## config.mk

```make
export PLATFORM = sky130hd
export DESIGN_NAME = int_controller
export DESIGN_NICKNAME = d
export VERILOG_FILES = /design/src/rtl/int_controller_pkg.sv /design/src/rtl/int_prio_enc.sv /design/src/rtl/int_controller.sv
export SDC_FILE = /design/constraint.sdc
export NUM_CORES = 1
export LEC_CHECK = 0
export CORE_MARGIN = 2
export CORE_UTILIZATION = 29
export CTS_CLUSTER_DIAMETER = 30
export DETAILED_ROUTE_END_ITERATION = 12
export PLACE_DENSITY_LB_ADDON = 0.1
export SKIP_LAST_GASP = 1
export SLEW_MARGIN = 10
export SYNTH_ARGS = -nofsm -noshare
export SYNTH_HDL_FRONTEND = slang
export SYNTH_HIERARCHICAL = 1
export SYNTH_SLANG_ARGS = --single-unit
```

## constraint.sdc

```tcl
create_clock -name clkcpu -period 3.34 [get_ports clkcpu]
set_input_delay 0.668 -clock clkcpu [delete_from_list [all_inputs] [get_ports clkcpu]]
set_output_delay 0.668 -clock clkcpu [all_outputs]
set_load 0.02 [all_outputs]
```

## src/rtl/int_controller_pkg.sv

```systemverilog
// Shared types and helpers for the Z80 maskable-interrupt controller.
package int_controller_pkg;

    typedef enum logic {
        INT_MODE_PULSE,
        INT_MODE_LATCHED
    } int_mode_t;

    typedef enum logic [1:0] {
        INT_IDLE,
        INT_ASSERT,
        INT_ACK,
        INT_RECOVER
    } int_state_t;

    // IM2 vectors are word-aligned per channel and wrap at 8 bits.
    function automatic logic [7:0] int_vector(input logic [7:0] base, input int unsigned ch);
        logic [7:0] ofs;
        ofs = 8'(ch << 1);
        return base + ofs;
    endfunction

endpackage

```

## src/rtl/int_prio_enc.sv

```systemverilog
// Fixed-priority encoder: lowest set index wins.
module int_prio_enc #(
    parameter int unsigned CHANNELS = 4,
    parameter int unsigned IDX_W    = (CHANNELS > 1) ? $clog2(CHANNELS) : 1
) (
    input  logic [CHANNELS-1:0] valid,
    output logic                any_valid,
    output logic [IDX_W-1:0]    index
);

    always_comb begin
        any_valid = |valid;
        index     = '0;
        // Scan downwards so the lowest set bit is the last to write.
        for (int i = int'(CHANNELS) - 1; i >= 0; i--) begin
            if (valid[i]) begin
                index = IDX_W'(i);
            end
        end
    end

endmodule

```

## src/rtl/int_controller.sv

```systemverilog
// Multi-channel Z80 /INT generator with fixed priority, pulse/latched modes and IM2 vectors.
module int_controller
    import int_controller_pkg::*;
#(
    parameter int unsigned CHANNELS    = 4,
    parameter int unsigned CNT_W       = 6,
    parameter logic [7:0]  VECTOR_BASE = 8'hF0
) (
    input  logic                clkcpu,
    input  logic                rst_n,
    input  logic [CHANNELS-1:0] req,
    input  logic [CHANNELS-1:0] en,
    input  int_mode_t           mode,
    input  logic [CNT_W-1:0]    pulse_len,
    input  logic                m1,
    input  logic                iorq,
    output logic                n_int,
    output logic [7:0]          vector,
    output logic                vector_oe,
    output logic [CHANNELS-1:0] pending,
    output logic [CHANNELS-1:0] missed,
    input  logic [CHANNELS-1:0] missed_clr
);

    localparam int unsigned IdxW = (CHANNELS > 1) ? $clog2(CHANNELS) : 1;

    int_state_t          state_q, state_d;
    logic [IdxW-1:0]     cur_ch_q, cur_ch_d;
    logic [CNT_W-1:0]    cnt_q, cnt_d;
    int_mode_t           mode_q, mode_d;
    logic                n_int_q, n_int_d;
    logic [7:0]          vector_q, vector_d;
    logic                vector_oe_q, vector_oe_d;
    logic [CHANNELS-1:0] pending_q, pending_d;
    logic [CHANNELS-1:0] missed_q, missed_d;

    logic [CHANNELS-1:0] cand;
    logic                any_valid;
    logic [IdxW-1:0]     sel_idx;
    logic [CHANNELS-1:0] cur_onehot;
    logic [CNT_W-1:0]    load_val;
    logic                svc_clr;
    logic                miss_set;

    // Fresh strobes are visible to the arbiter in the same cycle they are latched,
    // giving one cycle from req to /INT low when idle.
    assign cand     = (pending_q | req) & en;
    assign load_val = (pulse_len == '0) ? CNT_W'(1) : pulse_len;

    int_prio_enc #(
        .CHANNELS (CHANNELS),
        .IDX_W    (IdxW)
    ) u_prio_enc (
        .valid     (cand),
        .any_valid (any_valid),
        .index     (sel_idx)
    );

    always_comb begin
        for (int k = 0; k < int'(CHANNELS); k++) begin
            cur_onehot[k] = (cur_ch_q == IdxW'(k));
        end
    end

    always_comb begin
        state_d     = state_q;
        cur_ch_d    = cur_ch_q;
        cnt_d       = cnt_q;
        mode_d      = mode_q;
        n_int_d     = n_int_q;
        vector_d    = vector_q;
        vector_oe_d = vector_oe_q;
        svc_clr     = 1'b0;
        miss_set    = 1'b0;

        unique case (state_q)
            INT_IDLE: begin
                if (any_valid) begin
                    cur_ch_d = sel_idx;
                    cnt_d    = load_val;
                    mode_d   = mode;
                    n_int_d  = 1'b0;
                    state_d  = INT_ASSERT;
                end
            end
            INT_ASSERT: begin
                if (m1 && iorq) begin
                    n_int_d     = 1'b1;
                    vector_d    = int_vector(VECTOR_BASE, 32'(cur_ch_q));
                    vector_oe_d = 1'b1;
                    svc_clr     = 1'b1;
                    state_d     = INT_ACK;
                end else if (!en[cur_ch_q]) begin
                    n_int_d = 1'b1;
                    state_d = INT_RECOVER;
                end else if (cnt_q == CNT_W'(1)) begin
                    // Latched mode parks here with the counter at 1 until acknowledged.
                    if (mode_q == INT_MODE_PULSE) begin
                        n_int_d  = 1'b1;
                        svc_clr  = 1'b1;
                        miss_set = 1'b1;
                        state_d  = INT_RECOVER;
                    end
                end else begin
                    cnt_d = cnt_q - CNT_W'(1);
                end
            end
            INT_ACK: begin
                if (!iorq) begin
                    vector_oe_d = 1'b0;
                    state_d     = INT_RECOVER;
                end
            end
            INT_RECOVER: begin
                state_d = INT_IDLE;
            end
            default: begin
                state_d = INT_IDLE;
            end
        endcase

        pending_d = ((pending_q & ~(svc_clr ? cur_onehot : '0)) | req) & en;
        missed_d  = (missed_q & ~missed_clr) | (miss_set ? cur_onehot : '0);
    end

    always_ff @(posedge clkcpu or negedge rst_n) begin
        if (!rst_n) begin
            state_q     <= INT_IDLE;
            cur_ch_q    <= '0;
            cnt_q       <= '0;
            mode_q      <= INT_MODE_PULSE;
            n_int_q     <= 1'b1;
            vector_q    <= VECTOR_BASE;
            vector_oe_q <= 1'b0;
            pending_q   <= '0;
            missed_q    <= '0;
        end else begin
            state_q     <= state_d;
            cur_ch_q    <= cur_ch_d;
            cnt_q       <= cnt_d;
            mode_q      <= mode_d;
            n_int_q     <= n_int_d;
            vector_q    <= vector_d;
            vector_oe_q <= vector_oe_d;
            pending_q   <= pending_d;
            missed_q    <= missed_d;
        end
    end

    assign n_int     = n_int_q;
    assign vector    = vector_q;
    assign vector_oe = vector_oe_q;
    assign pending   = pending_q;
    assign missed    = missed_q;

endmodule

```

# Word-level counts from Yosys, hierarchy flattened
# Index checks and enable logic that the tools add are counted.
[op_classes]
add_sub_neg = 2
order_cmp = 1
n_eq_ne = 15
n_mux = 37
bitwise_logic = 9
n_reduce_logical = 13
[op_table]
columns = ["operator", "n"]
rows = [
  ["6-bit 2-to-1 mux", 5],
  ["2-bit 2-to-1 mux", 10],
  ["4-bit bitwise AND", 4],
  ["1-bit 2-to-1 mux", 15],
  ["2-bit inequality test (second input constant)", 6],
  ["4-bit OR", 3],
  ["6-bit one-hot mux with 2 select lines", 1],
  ["2-bit == test (second input constant)", 4],
  ["4-bit 2-to-1 mux", 2],
  ["4-bit inequality test (second input constant)", 2],
  ["4-bit NOT", 2],
  ["2-bit one-hot mux with 4 select lines", 1],
  ["4-bit AND reduction", 2],
  ["5-bit by 4-bit adder with 6-bit output (first input constant)", 1],
  ["6-bit by 1-bit == test with 1-bit output (second input constant)", 1],
  ["6-bit zero test", 1],
  ["6-bit by 1-bit subtractor with 6-bit output (second input constant)", 1],
  ["5-bit AND reduction", 1],
  ["2-bit by 1-bit == test with 1-bit output (second input constant)", 2],
  ["2-bit zero test", 2],
  ["1-bit one-hot mux with 2 select lines", 2],
  ["2-bit AND reduction", 2],
  ["2-bit nonzero test", 2],
  ["4-bit OR reduction", 1],
  ["4 further kinds", 4],
]
[word_totals]
ff_bits = 29
in_bits = 23

# Longest topological paths before layout
# Gate-level depths: netlist (run 1).
[depth]
ltp_word = 10
ltp_mapped = 7
depth_no_buf = 7

# By module
# The synthesis (run 1) kept the hierarchy.
[by_module_without_submodules]
columns = ["module", "n_inst", "cells_per_inst", "area_each_um2", "seq_area_each_um2"]
rows = [
  ["int_controller", 1, 144, 1405.1, 576.8],
  ["int_prio_enc", 1, 7, 35.0, 0.0],
]

# Least setup slack after synthesis (run 1)
# No wires, ideal clock.
[synth_timing]
path_kind = "flip-flop to flip-flop"
start = "register state_q[1]"
end = "register missed_q[2], in the netlist missed[2]"
setup_ns = 0.096
arrival_time_ns = 1.826
setup_slack_ns = 1.418
path_stages_with_launch = 7
period_less_slack_ns = 1.922
path_cell_list = "dfrtp_1 -> inv_1 -> ha_1 -> clkinv_1 -> or4_4 -> or2_1 -> o32ai_2"
[synth_between]
elab_chain_len = 4
[synth_lines]
columns = ["element", "line_no", "text"]
rows = [
  ["start, declared", "int_controller.sv:27", "int_state_t state_q, state_d;"],
  ["start signal, assigned", "int_controller.sv:138", "state_q <= state_d;"],
  ["2-bit by 1-bit == test with 1-bit output", "int_controller.sv:76", "unique case (state_q)"],
  ["1-bit 2-to-1 mux", "int_controller.sv:76", ""],
  ["4-bit 2-to-1 mux", "int_controller.sv:123", "missed_d = (missed_q & ~missed_clr) | (miss_set ? cur_onehot : '0);"],
  ["4-bit OR", "int_controller.sv:123", ""],
  ["named net missed_d[2]", "int_controller.sv:35", "logic [CHANNELS-1:0] missed_q, missed_d;"],
  ["end signal, assigned", "int_controller.sv:146", "missed_q <= missed_d;"],
  ["end, declared", "int_controller.sv:35", ""],
]
# The timed path passes the listed nets, and every way through them passes these cells.
# A chain may end at the register's enable or synchronous reset.

# Worst setup path in the final report (run 1)
# Same ends and word-level chain as after synthesis.

==> results_dict.tcl, run 1 <==
set metrics [dict create \
    run_status "finished, final reports clean" \
    core-area_um2 4750 \
    cts_setup_buffers 0 \
    initial_core_util_pct 30.3 \
    cellPowerDensity_nw_per_um2 678 \
    maxCapViolations 0 \
    power_mw 1.28 \
    ys.flop_type "dfrtp_1" \
    gp_congestion 0.804 \
    hpwlAfterDp_mm 2.64 \
    synth_edf_count 0 \
    pre_cts_ws_ps 744 \
    ys_warn_count 6 \
    n_antenna_cell 0 \
    ys_types 48 \
    synth_top_area_cell "dfrtp_1" \
    fin_crit_sh_pct 71.5 \
    hold_ws_ps 489 \
    synth-seq-area-share_pct 40.1 \
    cts.clk_slew.worst_paths_ps 80 \
    drv_slew 0 \
    die-area_um2 5550 \
    grt_pass1_wl_mm 5.66 \
    cts-root-buf "clkbuf_8" \
    worst-path-max-fanout 20 \
    fin_util_pct 39.6 \
    place_inst 249 \
    rows 25 \
    num-nets-final 216 \
    cts_buffer_depth 2 \
    cts_hold_buffers 0 \
    syn_area_um2 1440 \
    synth_seq_cells 23 \
    cts-buffers-inserted 3 \
    route.antenna.remaining_nets 0 \
    hold_class "flop to flop" \
    area_delta_synth_final_pct 30.8 \
    skew_ps 6.47 \
    wl_mm 3.39 \
    htree_levels 1 \
    drc 0 \
    arrival_ps 2560 \
    insertion_delay_ps 260 \
    drt_iter0_drc 38 \
    wire_per_inst_um 13.4 \
    crit_path_start_kind "flop" \
    synth_top_area_share_pct 38.2 \
    post_cts_resized 0 \
    endpoint_kind "flop" \
    hold_viol 0 \
    grt_setup_unrepaired "no" \
    worstPathRequired_ps 3510 \
    drive_gt1_share_pct 10.8 \
    io_buffers 34 \
    critPathKind "flop to flop" \
    grt.total_usage_pct 13.3 \
    postSynth.asyncResetShare_pct 100 \
    syn_inst 151 \
    synth_common_cells "22 x dfrtp_1, 12 x inv_1, 10 x nand2_1, 10 x nor2_1, 9 x o21ai_0" \
    grt_pass1_vias 1191 \
    grt_max_degree 24 \
    pin_count 41 \
    post-route-min-period_ps 2390 \
    cts_tree "done" \
    dr.pass1.iters 4 \
    routed_via_density 4.78 \
    worst_slack_ps 952 \
    yosysMostFrequentCell "dfrtp_1" \
    die_h_um 74.5 \
    vias 1210 \
    final_area_um2 1880 \
    fmax_mhz 419 \
    tns_ps 0 \
    cts.sinks 23 \
    place_area_um2 1840 \
    die_w_um 74.5 \
    stdcell_count 253 \
    overflow 0 \
    setup_violations 0 \
    ir_drop_mv 0.433 \
    avgSynthCellArea_um2 9.54 \
    power_leakage_nw 0.771 \
    antenna_found_initial 0 \
    synth_area_leaders "dfrtp_1 38%, ha_1 5.2%, mux2_2 4.7%, o21ai_0 3.1%, buf_4 3.1%" \
]
[cells in the final DEF, fill, tap and decap left out, types with 5 or more instances in the layout]
master           count
conb_1               6
nor3_1               5
dfrtp_1             22
inv_1               12
o21ai_0              9
nor2_1              10
nand2_1             10
clkdlybuf4s50_1     34
mux2_2               6
ha_1                 6
[cell families (layout without fill, tap and decap cells)]
family                     after synthesis  count (layout)  share of synthesized area (%)
AOI/OAI and AO/OA                       44              44                           22.6
adders and majority gates                6               6                           5.21
buffers and inverters                   22              53                           7.38
muxes                                   10              10                           8.34
DFF                                     23              23                           40.1
and+or+nand+nor                         44              44                           15.9
other                                    2               6                          0.521
[layout make-up]
cell class              instances  area (um^2)
flip-flops and latches         23          577
fillers                       482         2870
clock inverters                 1         5.00
multi-input cells             110          772
repair buffers                 36          355
inverters                      13         48.8
well taps                      67         83.8
clock buffers                   3         41.3
[flip-flops by register name, indices dropped and copies added, names as in the netlist]
| signal | cells |
|---|---|
| cur_ch_q | 2 |
| n_int | 1 |
| state_q | 2 |
| vector | 2 |
| pending | 4 |
| cnt_q | 6 |
| missed | 4 |
| mode_q | 1 |
| vector_oe | 1 |
[routing by layer]
metal	routed length [um]	up-vias	GRT usage, %
met5	0	-	0
met4	29	0	2.98
met3	160	2	3.39
met2	1600	24	21.4
met1	1600	576	18.1
li1	-	608	-
[critical path, cell delays in order, from the launching register on]
cell      delay, ps
dfrtp_1         410
inv_1           110
ha_1            150
buf_4           220
clkinv_1        280
or4_4           610
or2_1           260
o32ai_2         250
[worst paths after layout]
| check | from | end | slack, ps | cells after the start |
|---|---|---|---|---|
| max | state_q[1] | missed[2] | 950 | 7 |
| min | n_int | n_int | 490 | 2 |
| max reg2reg | state_q[1] | missed[2] | 950 | 7 |
| min reg2reg | n_int | n_int | 490 | 2 |
| max in group asynchronous | rst_n | n_int | 2290 | 2 |
| min in group asynchronous | rst_n | pending[0] | 760 | 2 |
[report_power, final]
part           internal, mW  switching, mW  total [mW]
logic                 0.292          0.334       0.627
clock network        0.0832         0.0888       0.172
registers             0.376          0.102       0.477
total                 0.751          0.525        1.28
Note: power is estimated with default switching activity, not from simulation.
==> run 2: changes to the inputs <==
==> constraint.sdc (replaced) <==
create_clock -name clkcpu -period 2.3 [get_ports clkcpu]
set_input_delay 0.46 -clock clkcpu [delete_from_list [all_inputs] [get_ports clkcpu]]
set_output_delay 0.46 -clock clkcpu [all_outputs]
set_load 0.02 [all_outputs]
==> run 2 against run 1 <==
Compared with the run above: sequential share of layout area fell by 1.0 points; hold slack worse by 7.6 ps; global-route usage grew 0.51 points; utilization is 1.4 points higher; clock-buffer cell count increased by 1; first-iteration DRC count is 16% higher; sequential power grew 38%; clock power up 45%; sequential cell count is the same; wire length grew 3.3%; critical path type is now primary input to flop; largest cell class unchanged.
==> results_dict.tcl, run 2 (synthesized netlist as in run 1, its figures left out) <==
set metrics [dict create \
    tns_ps 0 \
    n_antenna_cell 0 \
    area_delta_synth_final_pct 35.4 \
    run_status "finished, final reports clean" \
    critPathKind "primary input to flop" \
    arrival_ps 2250 \
    routed_via_density 4.77 \
    place_inst 258 \
    antenna_found_initial 0 \
    die_h_um 74.5 \
    wl_mm 3.50 \
    final_cell_mix "34 x clkdlybuf4s50_1, 22 x dfrtp_1, 12 x inv_1" \
    num-nets-final 225 \
    die-area_um2 5550 \
    grt_pass1_vias 1274 \
    cts_hold_buffers 0 \
    worstPathCellList "clkdlybuf4s50_1 -> o21a_1 -> nor2_1 -> nand2_1 -> nand2b_1 -> o21ai_0 -> o22a_1 -> mux2i_1" \
    grt_max_degree 24 \
    r2r_slack_ps 330 \
    pin_count 41 \
    dr.pass1.iters 4 \
    post_cts_resized 0 \
    cts-buffers-inserted 3 \
    drv_slew 0 \
    wire_per_inst_um 13.4 \
    final.fill_count 475 \
    drive_gt1_share_pct 14.4 \
    layout_commonest_cell "clkdlybuf4s50_1" \
    ir_drop_mv 0.478 \
    drt_iter0_drc 44 \
    gp_congestion 0.850 \
    place_area_um2 1900 \
    cts_tree "done" \
    largest_reg_flops 6 \
    die_w_um 74.5 \
    fmax_mhz 484 \
    io_buffers 34 \
    route.antenna.remaining_nets 0 \
    crit_path_start_kind "primary input" \
    grt.total_usage_pct 13.8 \
    worstPathRequired_ps 2480 \
    cts_buffer_depth 2 \
    endpoint_kind "flop" \
    top_register "cnt_q" \
    grt_pass1_wl_mm 5.93 \
    cts-root-buf "clkbuf_8" \
    final_area_um2 1950 \
    cts.sinks 23 \
    cellPowerDensity_nw_per_um2 997 \
    maxCapViolations 0 \
    insertion_delay_ps 260 \
    overflow 0 \
    cts_setup_buffers 0 \
    setup_violations 0 \
    fin_crit_sh_pct 89.8 \
    cp_slowest_cell "clkdlybuf4s50_1" \
    worst-path-max-fanout 6 \
    cpPeakStageDelay_ps 430 \
    post-route-min-period_ps 2060 \
    hold_viol 0 \
    vias 1250 \
    grt_setup_unrepaired "no" \
    hpwlAfterDp_mm 2.82 \
    power_leakage_nw 0.811 \
    rows 25 \
    initial_core_util_pct 30.3 \
    drc 0 \
    cts.clk_slew.worst_paths_ps 80 \
    htree_levels 1 \
    core-area_um2 4750 \
    hold_class "flop to flop" \
    skew_ps 1.87 \
    stdcell_count 262 \
]
[run 2: changes by cell type in the layout (fill, tap and decap cells not counted)]
cell,change
buf_4,+9
clkbuf_1,+1
clkinv_2,-1
[run 2: final cells by class]
cell class	count	area, um^2	share of cell area, %
clock buffer	4	45.0	2.31
inverter	13	48.8	2.50
timing repair buffer	45	423	21.7
sequential	23	577	29.6
multi-input combinational	110	772	39.6
tap	67	83.8	4.30
[run 2: worst paths after layout]
path                                   end      from  cells after the start
worst max-delay path              cnt_q[1]    req[3]                      8
worst min-delay path                 n_int     n_int                      2
worst max register to register   missed[0]  cnt_q[3]                      4
worst min register to register       n_int     n_int                      2
max in group asynchronous            n_int     rst_n                      2
min in group asynchronous       pending[1]     rst_n                      2
[run 2: per-stage QoR]
step / setup slack (ps) / power [mW] / hold WS, ps / utilization [%]
2_1_floorplan: 378 / 1.32 / 164 / -
3_3_place_gp: -9.99 / 1.71 / 468 / 40.1
3_5_place_dp: -53.3 / 1.71 / 469 / 40.1
4_1_cts: 255 / 1.97 / 489 / 41.0
5_1_grt: 62.9 / 2.12 / 514 / 41.0
6_report: 235 / 1.94 / 481 / 41.0
[run 2: worst max-delay path, delay by kind of cell]
family          cells  cell delay [ps]
buf+inv             1              430
mux                 1              220
simple gates        3              470
compound gates      3              650
[run 2: power breakdown]
group | internal (mW) | switching, mW | leakage (nW)
clock network | 0.123 | 0.126 | 0.0228
registers | 0.546 | 0.113 | 0.284
logic | 0.489 | 0.546 | 0.504
[run 2: routing by layer]
metal  wire length [um]  track usage (%)  up-vias
met5                  0                0        -
met4                 33             4.96        0
met3                132             2.30        2
met2               1690             22.3       20
met1               1650             18.7      597
li1                   -                -      631
